### src/rtl/types.sv
// -----------------------------------------------------------------------------
// types
//   Shared pipeline types. instr_t is the raw 32-bit instruction word handed
//   from fetch to decode (immediate generator and control decoder).
// -----------------------------------------------------------------------------
package types;

   typedef logic [31:0] instr_t;

endpackage : types

### src/rtl/fetch_queue.sv
// -----------------------------------------------------------------------------
// fetch_queue
//   Small in-order synchronous FIFO holding fetched {instr, pc} pairs.
//   The head entry is driven straight from storage (no output register).
//
// Parameters
//   QDEPTH      number of entries (>= 1)
//   W           payload width
//
// Ports
//   clk          in   clock, rising edge
//   rstn         in   asynchronous active-low reset
//   flush_i      in   empty the queue; overrides a same-cycle push and pop
//   push_i       in   write push_data_i at the tail
//   push_data_i  in   payload to write
//   pop_i        in   drop the head entry (ignored when empty)
//   head_o       out  payload at the head
//   count_o      out  current occupancy
// -----------------------------------------------------------------------------
module fetch_queue #(
   parameter int QDEPTH = 2,
   parameter int W      = 64
) (
   input  logic                         clk,
   input  logic                         rstn,
   input  logic                         flush_i,
   input  logic                         push_i,
   input  logic [W-1:0]                 push_data_i,
   input  logic                         pop_i,
   output logic [W-1:0]                 head_o,
   output logic [$clog2(QDEPTH+1)-1:0]  count_o
);

   localparam int            CW   = $clog2(QDEPTH+1);
   localparam int            PW   = (QDEPTH > 1) ? $clog2(QDEPTH) : 1;
   localparam logic [PW-1:0] LAST = PW'(QDEPTH-1);

   logic [W-1:0]  mem_q [QDEPTH];
   logic [PW-1:0] rd_ptr_q, rd_ptr_d;
   logic [PW-1:0] wr_ptr_q, wr_ptr_d;
   logic [CW-1:0] count_q, count_d;
   logic          do_push;
   logic          do_pop;

   // Pointers wrap explicitly so QDEPTH need not be a power of two.
   function automatic logic [PW-1:0] ptr_inc(input logic [PW-1:0] p);
      return (p == LAST) ? '0 : p + 1'b1;
   endfunction

   assign do_pop  = pop_i && (count_q != '0);
   assign do_push = push_i;

   always_comb begin
      rd_ptr_d = rd_ptr_q;
      wr_ptr_d = wr_ptr_q;
      count_d  = count_q;
      if (flush_i) begin
         rd_ptr_d = '0;
         wr_ptr_d = '0;
         count_d  = '0;
      end else begin
         if (do_push) wr_ptr_d = ptr_inc(wr_ptr_q);
         if (do_pop)  rd_ptr_d = ptr_inc(rd_ptr_q);
         count_d = count_q + CW'(do_push) - CW'(do_pop);
      end
   end

   always_ff @(posedge clk or negedge rstn) begin
      if (!rstn) begin
         rd_ptr_q <= '0;
         wr_ptr_q <= '0;
         count_q  <= '0;
         for (int i = 0; i < QDEPTH; i++) mem_q[i] <= '0;
      end else begin
         rd_ptr_q <= rd_ptr_d;
         wr_ptr_q <= wr_ptr_d;
         count_q  <= count_d;
         if (do_push && !flush_i) mem_q[wr_ptr_q] <= push_data_i;
      end
   end

   assign head_o  = mem_q[rd_ptr_q];
   assign count_o = count_q;

   // The fetch credit scheme reserves a slot for every outstanding request,
   // so a push into a full queue means the accounting upstream is broken.
   assert property (@(posedge clk) disable iff (!rstn)
      !(push_i && !flush_i && (count_q == CW'(QDEPTH))));

endmodule : fetch_queue

### src/rtl/ifetch.sv
// -----------------------------------------------------------------------------
// ifetch
//   Instruction fetch stage. Owns the fetch PC, issues word requests to
//   instruction memory, buffers returned words in fetch_queue and presents
//   the head {instr, pc} to decode. Execute may redirect fetch; a redirect
//   flushes the queue and discards responses still in flight.
//
// Handshakes: every valid/ready pair transfers exactly when valid && ready
//   are both high at the rising clock edge. imem_req_valid may drop without
//   a transfer only in a redirect cycle or when a decode pop is withdrawn.
//   imem_rsp_valid has no ready: every response is taken in its cycle.
//
// Parameters
//   RESET_PC   fetch address after reset
//   QDEPTH     queue entries; also the cap on outstanding + queued words
//
// Ports
//   clk, rstn                    clock, asynchronous active-low reset
//   redirect_valid, redirect_pc  redirect request from execute
//   imem_req_valid/ready, imem_addr     request channel to memory
//   imem_rsp_valid, imem_rdata          in-order response channel
//   instr_valid/ready, instr, instr_pc  head of queue to decode
// -----------------------------------------------------------------------------
module ifetch
   import types::*;
#(
   parameter logic [31:0] RESET_PC = 32'h0000_0000,
   parameter int          QDEPTH   = 2
) (
   input  logic        clk,
   input  logic        rstn,
   input  logic        redirect_valid,
   input  logic [31:0] redirect_pc,
   output logic        imem_req_valid,
   input  logic        imem_req_ready,
   output logic [31:0] imem_addr,
   input  logic        imem_rsp_valid,
   input  logic [31:0] imem_rdata,
   output logic        instr_valid,
   output instr_t      instr,
   output logic [31:0] instr_pc,
   input  logic        instr_ready
);

   localparam int CW = $clog2(QDEPTH+1);

   logic [31:0]   fetch_pc_q, fetch_pc_d;
   logic [31:0]   rsp_pc_q,   rsp_pc_d;
   logic [CW-1:0] outst_q,    outst_d;
   logic [CW-1:0] drop_q,     drop_d;
   logic [CW-1:0] q_count;
   logic [CW:0]   credit_used;
   logic [63:0]   q_head;
   logic [31:0]   redirect_base;
   logic          pop;
   logic          req_fire;
   logic          push;
   logic          unused_redirect_lsbs;

   assign redirect_base        = {redirect_pc[31:2], 2'b00};
   assign unused_redirect_lsbs = ^redirect_pc[1:0];

   assign instr_valid = (q_count != '0);
   assign pop         = instr_valid && instr_ready;

   // Every accepted request owns a queue slot until its word is popped, so
   // the slot freed by this cycle's pop can be reused immediately.
   assign credit_used    = {1'b0, outst_q} + {1'b0, q_count} - (CW+1)'(pop);
   assign imem_req_valid = rstn && !redirect_valid &&
                           (credit_used < (CW+1)'(QDEPTH));
   assign imem_addr      = fetch_pc_q;
   assign req_fire       = imem_req_valid && imem_req_ready;

   // Responses belonging to pre-redirect requests are discarded, as is any
   // response landing in the redirect cycle itself.
   assign push = imem_rsp_valid && !redirect_valid && (drop_q == '0);

   always_comb begin
      fetch_pc_d = fetch_pc_q;
      rsp_pc_d   = rsp_pc_q;
      drop_d     = drop_q;
      outst_d    = outst_q + CW'(req_fire) - CW'(imem_rsp_valid);
      if (redirect_valid) begin
         fetch_pc_d = redirect_base;
         rsp_pc_d   = redirect_base;
         drop_d     = outst_q - CW'(imem_rsp_valid);
      end else begin
         if (req_fire) fetch_pc_d = fetch_pc_q + 32'd4;
         if (imem_rsp_valid) begin
            if (drop_q != '0) drop_d   = drop_q - 1'b1;
            else              rsp_pc_d = rsp_pc_q + 32'd4;
         end
      end
   end

   always_ff @(posedge clk or negedge rstn) begin
      if (!rstn) begin
         fetch_pc_q <= RESET_PC;
         rsp_pc_q   <= RESET_PC;
         outst_q    <= '0;
         drop_q     <= '0;
      end else begin
         fetch_pc_q <= fetch_pc_d;
         rsp_pc_q   <= rsp_pc_d;
         outst_q    <= outst_d;
         drop_q     <= drop_d;
      end
   end

   fetch_queue #(
      .QDEPTH (QDEPTH),
      .W      (64)
   ) u_queue (
      .clk         (clk),
      .rstn        (rstn),
      .flush_i     (redirect_valid),
      .push_i      (push),
      .push_data_i ({imem_rdata, rsp_pc_q}),
      .pop_i       (pop),
      .head_o      (q_head),
      .count_o     (q_count)
   );

   assign instr    = q_head[63:32];
   assign instr_pc = q_head[31:0];

   assert property (@(posedge clk) disable iff (!rstn)
      imem_rsp_valid |-> (outst_q != '0));
   assert property (@(posedge clk) disable iff (!rstn)
      drop_q <= outst_q);

endmodule : ifetch

### config.mk
export PLATFORM = sky130hd
export DESIGN_NAME = ifetch
export DESIGN_NICKNAME = d
export VERILOG_FILES = /design/src/rtl/types.sv /design/src/rtl/fetch_queue.sv /design/src/rtl/ifetch.sv
export SDC_FILE = /design/constraint.sdc
export NUM_CORES = 1
export LEC_CHECK = 0
export ABC_AREA = 1
export CAP_MARGIN = 40
export CORE_MARGIN = 3
export CORE_UTILIZATION = 59
export DETAILED_ROUTE_END_ITERATION = 10
export PLACE_DENSITY = 0.95
export SYNTH_ARGS = -nofsm -noshare
export SYNTH_HDL_FRONTEND = slang
export SYNTH_HIERARCHICAL = 1
export SYNTH_SLANG_ARGS = --single-unit
### constraint.sdc
create_clock -name clk -period 9.5 [get_ports clk]
set_input_delay 2.85 -clock clk [delete_from_list [all_inputs] [get_ports clk]]
set_output_delay 2.85 -clock clk [all_outputs]
set_load 0.02 [all_outputs]
==> results of run 1 <==
[cell type report]
cell class	count	area, µm²
sequential	196	4910
inverter	179	672
clock inverter	11	199
clock buffer	20	457
multi-input combinational	1018	4990
tap	229	287
timing repair buffer	173	1720
fill	1319	4920
[registers in the layout, indices dropped and copies added, names as in the netlist]
signal / flops
u_queue/wr_ptr_q: 1
drop_q: 2
u_queue/rd_ptr_q: 1
imem_addr: 30
rsp_pc_q: 30
u_queue/mem_q: 128
u_queue/count_o: 2
outst_q: 2
[per-stage QoR]
step                      utilization, %  std cells  hold slack [ps]  setup slack [ps]  total power, µW
after CTS                           72.9       1826              485              1230             3370
after global routing                72.9       1826              494              1130             3570
final                               72.9       1826              483              1240             3370
after global placement              69.2       1794              464              1290             2500
after floorplan                        -       1452              453              2320             2040
after detailed placement            69.3       1795              469              1230             2570
[kinds of logic after synthesis]
| family | after synthesis | synth area share (%) |
|---|---|---|
| flops | 196 | 44.5 |
| compound gates | 174 | 11.7 |
| fa+ha+maj | 11 | 1.32 |
| simple gates | 807 | 30.3 |
| buf+inv | 238 | 10.3 |
| xor+xnor | 22 | 1.82 |
| other cells | 1 | 0.0341 |
[power by group through the flow]
stage	Sequential [µW]	Clock (µW)	Combinational (µW)
6_report	1280	795	1290
4_1_cts	1280	800	1300
3_5_place_dp	1290	0	1280
2_1_floorplan	1260	0	773
3_3_place_gp	1270	0	1230
5_1_grt	1310	841	1420
[synth_stat cells, types with 3 or more instances]
| cell | number |
|---|---|
| nand2_1 | 615 |
| nor3_1 | 5 |
| ha_1 | 10 |
| o21ai_1 | 17 |
| clkbuf_1 | 6 |
| buf_2 | 20 |
| nor2_4 | 6 |
| clkinv_1 | 5 |
| dfrtp_1 | 196 |
| xnor2_1 | 9 |
| a21oi_1 | 8 |
| nand4_1 | 4 |
| o21ai_2 | 103 |
| nor2_1 | 60 |
| inv_1 | 169 |
| nor2_2 | 14 |
| xor2_1 | 12 |
| buf_4 | 7 |
| nand2_2 | 8 |
| nand3_1 | 85 |
| o21ai_0 | 35 |
| o211ai_1 | 4 |
| o21bai_1 | 3 |
| buf_6 | 26 |
| inv_2 | 5 |
[worst max-delay path: cells and delay by family]
kind                     cells  cell delay [ps]
buffers and inverters        2             1080
AO/OA/AOI/OAI                1              160
AND/OR/NAND/NOR              3              570
adder cells (fa/ha/maj)      2              750
[metal layers]
layer  vias up  track usage [%]  wire [µm]
met5         -                0          0
met4         0             7.15        384
met3        32             3.75       2210
met2       456             45.9      13400
met1      4506             37.5      11200
li1       4732                -          -
[how the worst max path moves through the flow]
| stage | from | endpoint | cells past startpoint | slack [ps] |
|---|---|---|---|---|
| 3_3_place_gp | instr_ready | imem_req_valid | 8 | 1290 |
| 6_report | instr_ready | imem_req_valid | 8 | 1240 |
| 2_1_floorplan | instr_ready | imem_req_valid | 6 | 2320 |
| 3_5_place_dp | instr_ready | imem_req_valid | 8 | 1230 |
| 5_1_grt | instr_ready | imem_req_valid | 8 | 1130 |
| 4_1_cts | instr_ready | imem_req_valid | 8 | 1230 |
==> impl_metrics.tcl, run 1 <==
set metrics [dict create \
    r2r.worst_path.cells 11 \
    cp_max_fo 3 \
    viasPerCell 5.33 \
    synth_ff_type "dfrtp_1" \
    timing.rr.start "drop_q[0]" \
    ys_warn_count 6 \
    ys_seq_area_share_pct 44.5 \
    insertion_delay_ps 430 \
    critPathKind "primary input to primary output" \
    initial_core_util_pct 60.7 \
    clk_path_buf_depth 2 \
    num_vias 9726 \
    worstHoldStart "u_queue/mem_q[1]" \
    core_area_um2 18100 \
    synthesis.area_um2 11000 \
    fp.dieArea_um2 20300 \
    max_freq_mhz 121 \
    skew_ps 11.4 \
    p_clk_share_pct 23.6 \
    grt_max_degree 98 \
    die_h_um 143 \
    cp_common_cell "clkdlybuf4s50_1" \
    slew_headroom_pct 48.7 \
    ant_nets 0 \
    wl_per_cell_um 14.9 \
    clkTransAtPathRegs_ps 60 \
    pwr-share-comb_pct 38.3 \
    avgSynthCellArea_um2 7.60 \
    tns_ps 0 \
    p_int_uw 2130 \
    p_leak_uw 0.00669 \
    r2r_end "u_queue/mem_q[53]" \
    min_to "u_queue/mem_q[1]" \
    overflow 0 \
    post_cts_resized 0 \
    synthDistinctLibCells 39 \
    ioPinCount 168 \
    die_width_um 143 \
    dp_hpwl_um 18900 \
    reg2reg_slack_ps 6120 \
    fin_crit_ps 8260 \
    yosys.area.top_type "dfrtp_1" \
    setup_viol 0 \
    antenna_cells 0 \
    synth_edf_count 0 \
    min_path_type "register to register" \
    drv_slew 0 \
    start_kind "primary input" \
    grt_pass1_vias 9393 \
    netlist_top_cells_area "dfrtp_1 (45%), nand2_1 (21%), o21ai_2 (8.2%), inv_1 (5.8%), nand3_1 (3.9%)" \
    drv_cap 0 \
    drc_errors 0 \
    firstDrtPassIters 6 \
    grt_pass1_wl_um 45400 \
    wirelength_um 27200 \
    tightest_slew_ps 770 \
    gr-usage-all-layers_pct 27.3 \
    postCtsHoldBufs 0 \
    cts_num_sinks 196 \
    period_share_pct 87.0 \
    numPortBuffers 163 \
    final-hold-violation-count 0 \
    p_per_area_nw_per_um2 254 \
    slowest_stage "clkdlybuf4s50_1" \
    hold_depth 2 \
    p_sw_uw 1230 \
    drive_gt1_share_pct 11.8 \
    synth_seq_cells 196 \
    cp_data_arrival_time_ps 5410 \
    endpoint_kind "primary output" \
    placed_area_um2 12600 \
    stdcell_area_um2 13200 \
    post_cts_buffers 0 \
    rsz0062_at_grt "no" \
    critPathRequiredTime_ps 6650 \
    crit_chain "clkdlybuf4s50_1 > o21a_1 > ha_1 > or2_2 > fa_1 > nand3_2 > nor2_2 > clkdlybuf4s50_1" \
    cts_buffers 17 \
    nets 1666 \
    cts_tree "done" \
    gp_congestion 0.894 \
    drtIter0Drc 833 \
    p_sw_share_pct 36.6 \
    ir_drop_mv 0.161 \
    max_stage_delay_ps 620 \
    postSynth.asyncResetShare_pct 100 \
    final_common_cell "nand2_1" \
    seqPwrFrac_pct 38.1 \
    layout_common_cells "nand2_1 (615), dfrtp_1 (195), inv_1 (168), clkdlybuf4s50_1 (162), o21ai_2 (103)" \
    synth_cells 1449 \
    fp-row-count 49 \
    outcome "finished clean" \
    yosys.area.top_type_share_pct 44.5 \
    antenna_found_initial 0 \
    clockRootBuffer "clkbuf_16" \
    cts-htree-levels 4 \
    syn2layout_area_growth_pct 20.1 \
]
No activity file was read; power rests on OpenSTA's default activity.
==> inputs of run 2 (changes only) <==
CELL_PAD_IN_SITES_DETAIL_PLACEMENT = 0   (was not set)
CELL_PAD_IN_SITES_GLOBAL_PLACEMENT = 1   (was not set)
CORE_UTILIZATION = 43   (was 59)
==> run 2 against run 1 <==
Net effect:
- total power fell by 2.1%
- highest routed layer unchanged
- clock power decreased by 5.7%
- final area rose by 1.1%
- sequential share of layout area is 0.41 points lower
- largest cell class unchanged
- critical path type unchanged
- largest power group is now registers
==> impl_metrics.tcl, run 2 (synthesis results as in run 1) <==
set metrics [dict create \
    postCtsHoldBufs 0 \
    regMostFlops "u_queue/mem_q" \
    total_power_uw 3290 \
    drv_cap 0 \
    cp-endpoint "imem_req_valid" \
    firstDrtPassIters 5 \
    fp.dieArea_um2 27600 \
    use_met1_pct 29.0 \
    drtIter0Drc 834 \
    fp-row-count 57 \
    critPathKind "primary input to primary output" \
    placed_cells 1891 \
    gr-usage-all-layers_pct 19.4 \
    insertion_delay_ps 430 \
    p_per_area_nw_per_um2 246 \
    reg2reg_slack_ps 6300 \
    drc_errors 0 \
    antenna_found_initial 0 \
    r2r.worst_path.cells 11 \
    cts_tree "done" \
    timing.rr.start "drop_q[0]" \
    ir_drop_mv 0.109 \
    crit_chain "clkdlybuf4s50_1 > o21a_1 > ha_1 > or2_2 > fa_1 > nand3_2 > nor2_2 > clkdlybuf4s50_1" \
    holdWs_ps 481 \
    clk_path_buf_depth 2 \
    drive_gt1_share_pct 11.9 \
    layout.filler_cells 2320 \
    setup_viol 0 \
    critPathRequiredTime_ps 6650 \
    clkTransAtPathRegs_ps 70 \
    p_leak_uw 0.00669 \
    slew_headroom_pct 47.8 \
    slowest_stage "clkdlybuf4s50_1" \
    max_freq_mhz 122 \
    ant_nets 0 \
    gr-usage-met3_pct 2.95 \
    outcome "finished clean" \
    grt_pass1_vias 8718 \
    cts-htree-levels 4 \
    endpoint_kind "primary output" \
    cts_buffers 17 \
    cp_common_cell "clkdlybuf4s50_1" \
    initial_core_util_pct 44.5 \
    dp_hpwl_um 18700 \
    fin_crit_ps 8220 \
    start_kind "primary input" \
    cp_data_arrival_time_ps 5370 \
    pre_cts_ws_ps 1240 \
    top_usage_layer "met2" \
    ioPinCount 168 \
    rsz0062_at_grt "no" \
    final_common_cell "nand2_1" \
    tns_ps 0 \
    tightest_slew_ps 782 \
    layout_common_cells "nand2_1 (615), dfrtp_1 (195), inv_1 (168), clkdlybuf4s50_1 (162), o21ai_2 (103)" \
    post_cts_resized 0 \
    wirelength_um 26600 \
    drv_slew 0 \
    num_vias 9321 \
    cts_num_sinks 196 \
    stdcell_count 1923 \
    overflow 0 \
    grt_max_degree 72 \
    cp_max_fo 3 \
    skew_ps 13.3 \
    viasPerCell 4.85 \
    worst_slack_ps 1280 \
    die_h_um 166 \
    met2_usage_pct 30.0 \
    post_cts_buffers 0 \
    antenna_cells 0 \
    numPortBuffers 163 \
    wl_per_cell_um 13.8 \
    nets 1667 \
    core_area_um2 24700 \
    period_share_pct 86.5 \
    r2r_end "u_queue/mem_q[36]" \
    syn2layout_area_growth_pct 21.5 \
    min_path_type "register to register" \
    largest_register_ffs 128 \
    final-hold-violation-count 0 \
    die_width_um 166 \
    gp_congestion 0.834 \
    max_stage_delay_ps 620 \
    cp-startpoint "instr_ready" \
    grt_pass1_wl_um 44500 \
    clockRootBuffer "clkbuf_16" \
]
==> run 2: how the worst min path moves through the flow <==
| stage | slack, ps | depth (start not counted) | endpoint | start |
|---|---|---|---|---|
| after floorplan | 450 | 2 | u_queue/mem_q[87] | u_queue/mem_q[87] |
| after global placement | 460 | 2 | u_queue/mem_q[40] | u_queue/mem_q[40] |
| after detailed placement | 470 | 2 | u_queue/mem_q[112] | u_queue/mem_q[112] |
| after CTS | 480 | 2 | u_queue/mem_q[13] | u_queue/mem_q[13] |
| after global routing | 500 | 2 | u_queue/mem_q[106] | u_queue/mem_q[106] |
| final | 480 | 2 | u_queue/mem_q[13] | u_queue/mem_q[13] |
==> run 2: metrics by stage <==
stage	util [%]	instance area, µm²
2_1_floorplan	-	11000
3_3_place_gp	51.2	12700
3_5_place_dp	51.6	12800
4_1_cts	54.1	13400
5_1_grt	54.1	13400
6_report	54.1	13400
==> run 2: layout make-up <==
cell class              count  area [µm²]  share of cell area, %
clock buffers              19         453                   3.39
clock inverters            13         165                   1.23
inverters                 179         672                   5.02
multi-input cells        1018        4990                   37.3
flip-flops and latches    196        4910                   36.7
well taps                 324         405                   3.03
repair buffers            174        1790                   13.4
==> run 2: metal layers <==
| layer | routed length (µm) | up-vias |
|---|---|---|
| met5 | 0 | - |
| met4 | 281 | 0 |
| met3 | 1530 | 24 |
| met2 | 11800 | 305 |
| met1 | 13100 | 4253 |
| li1 | - | 4739 |
==> run 2: where the power goes <==
group	internal (µW)	switching [µW]
clock	412	338
combinational	566	707
sequential	1090	184
==> run 2: worst max-delay path: cells and delay by family <==
| kind | cells | cell delay (ps) |
|---|---|---|
| buffers and inverters | 2 | 1080 |
| and+or+nand+nor | 3 | 560 |
| AOI/OAI and AO/OA | 1 | 150 |
| adders and majority gates | 2 | 740 |
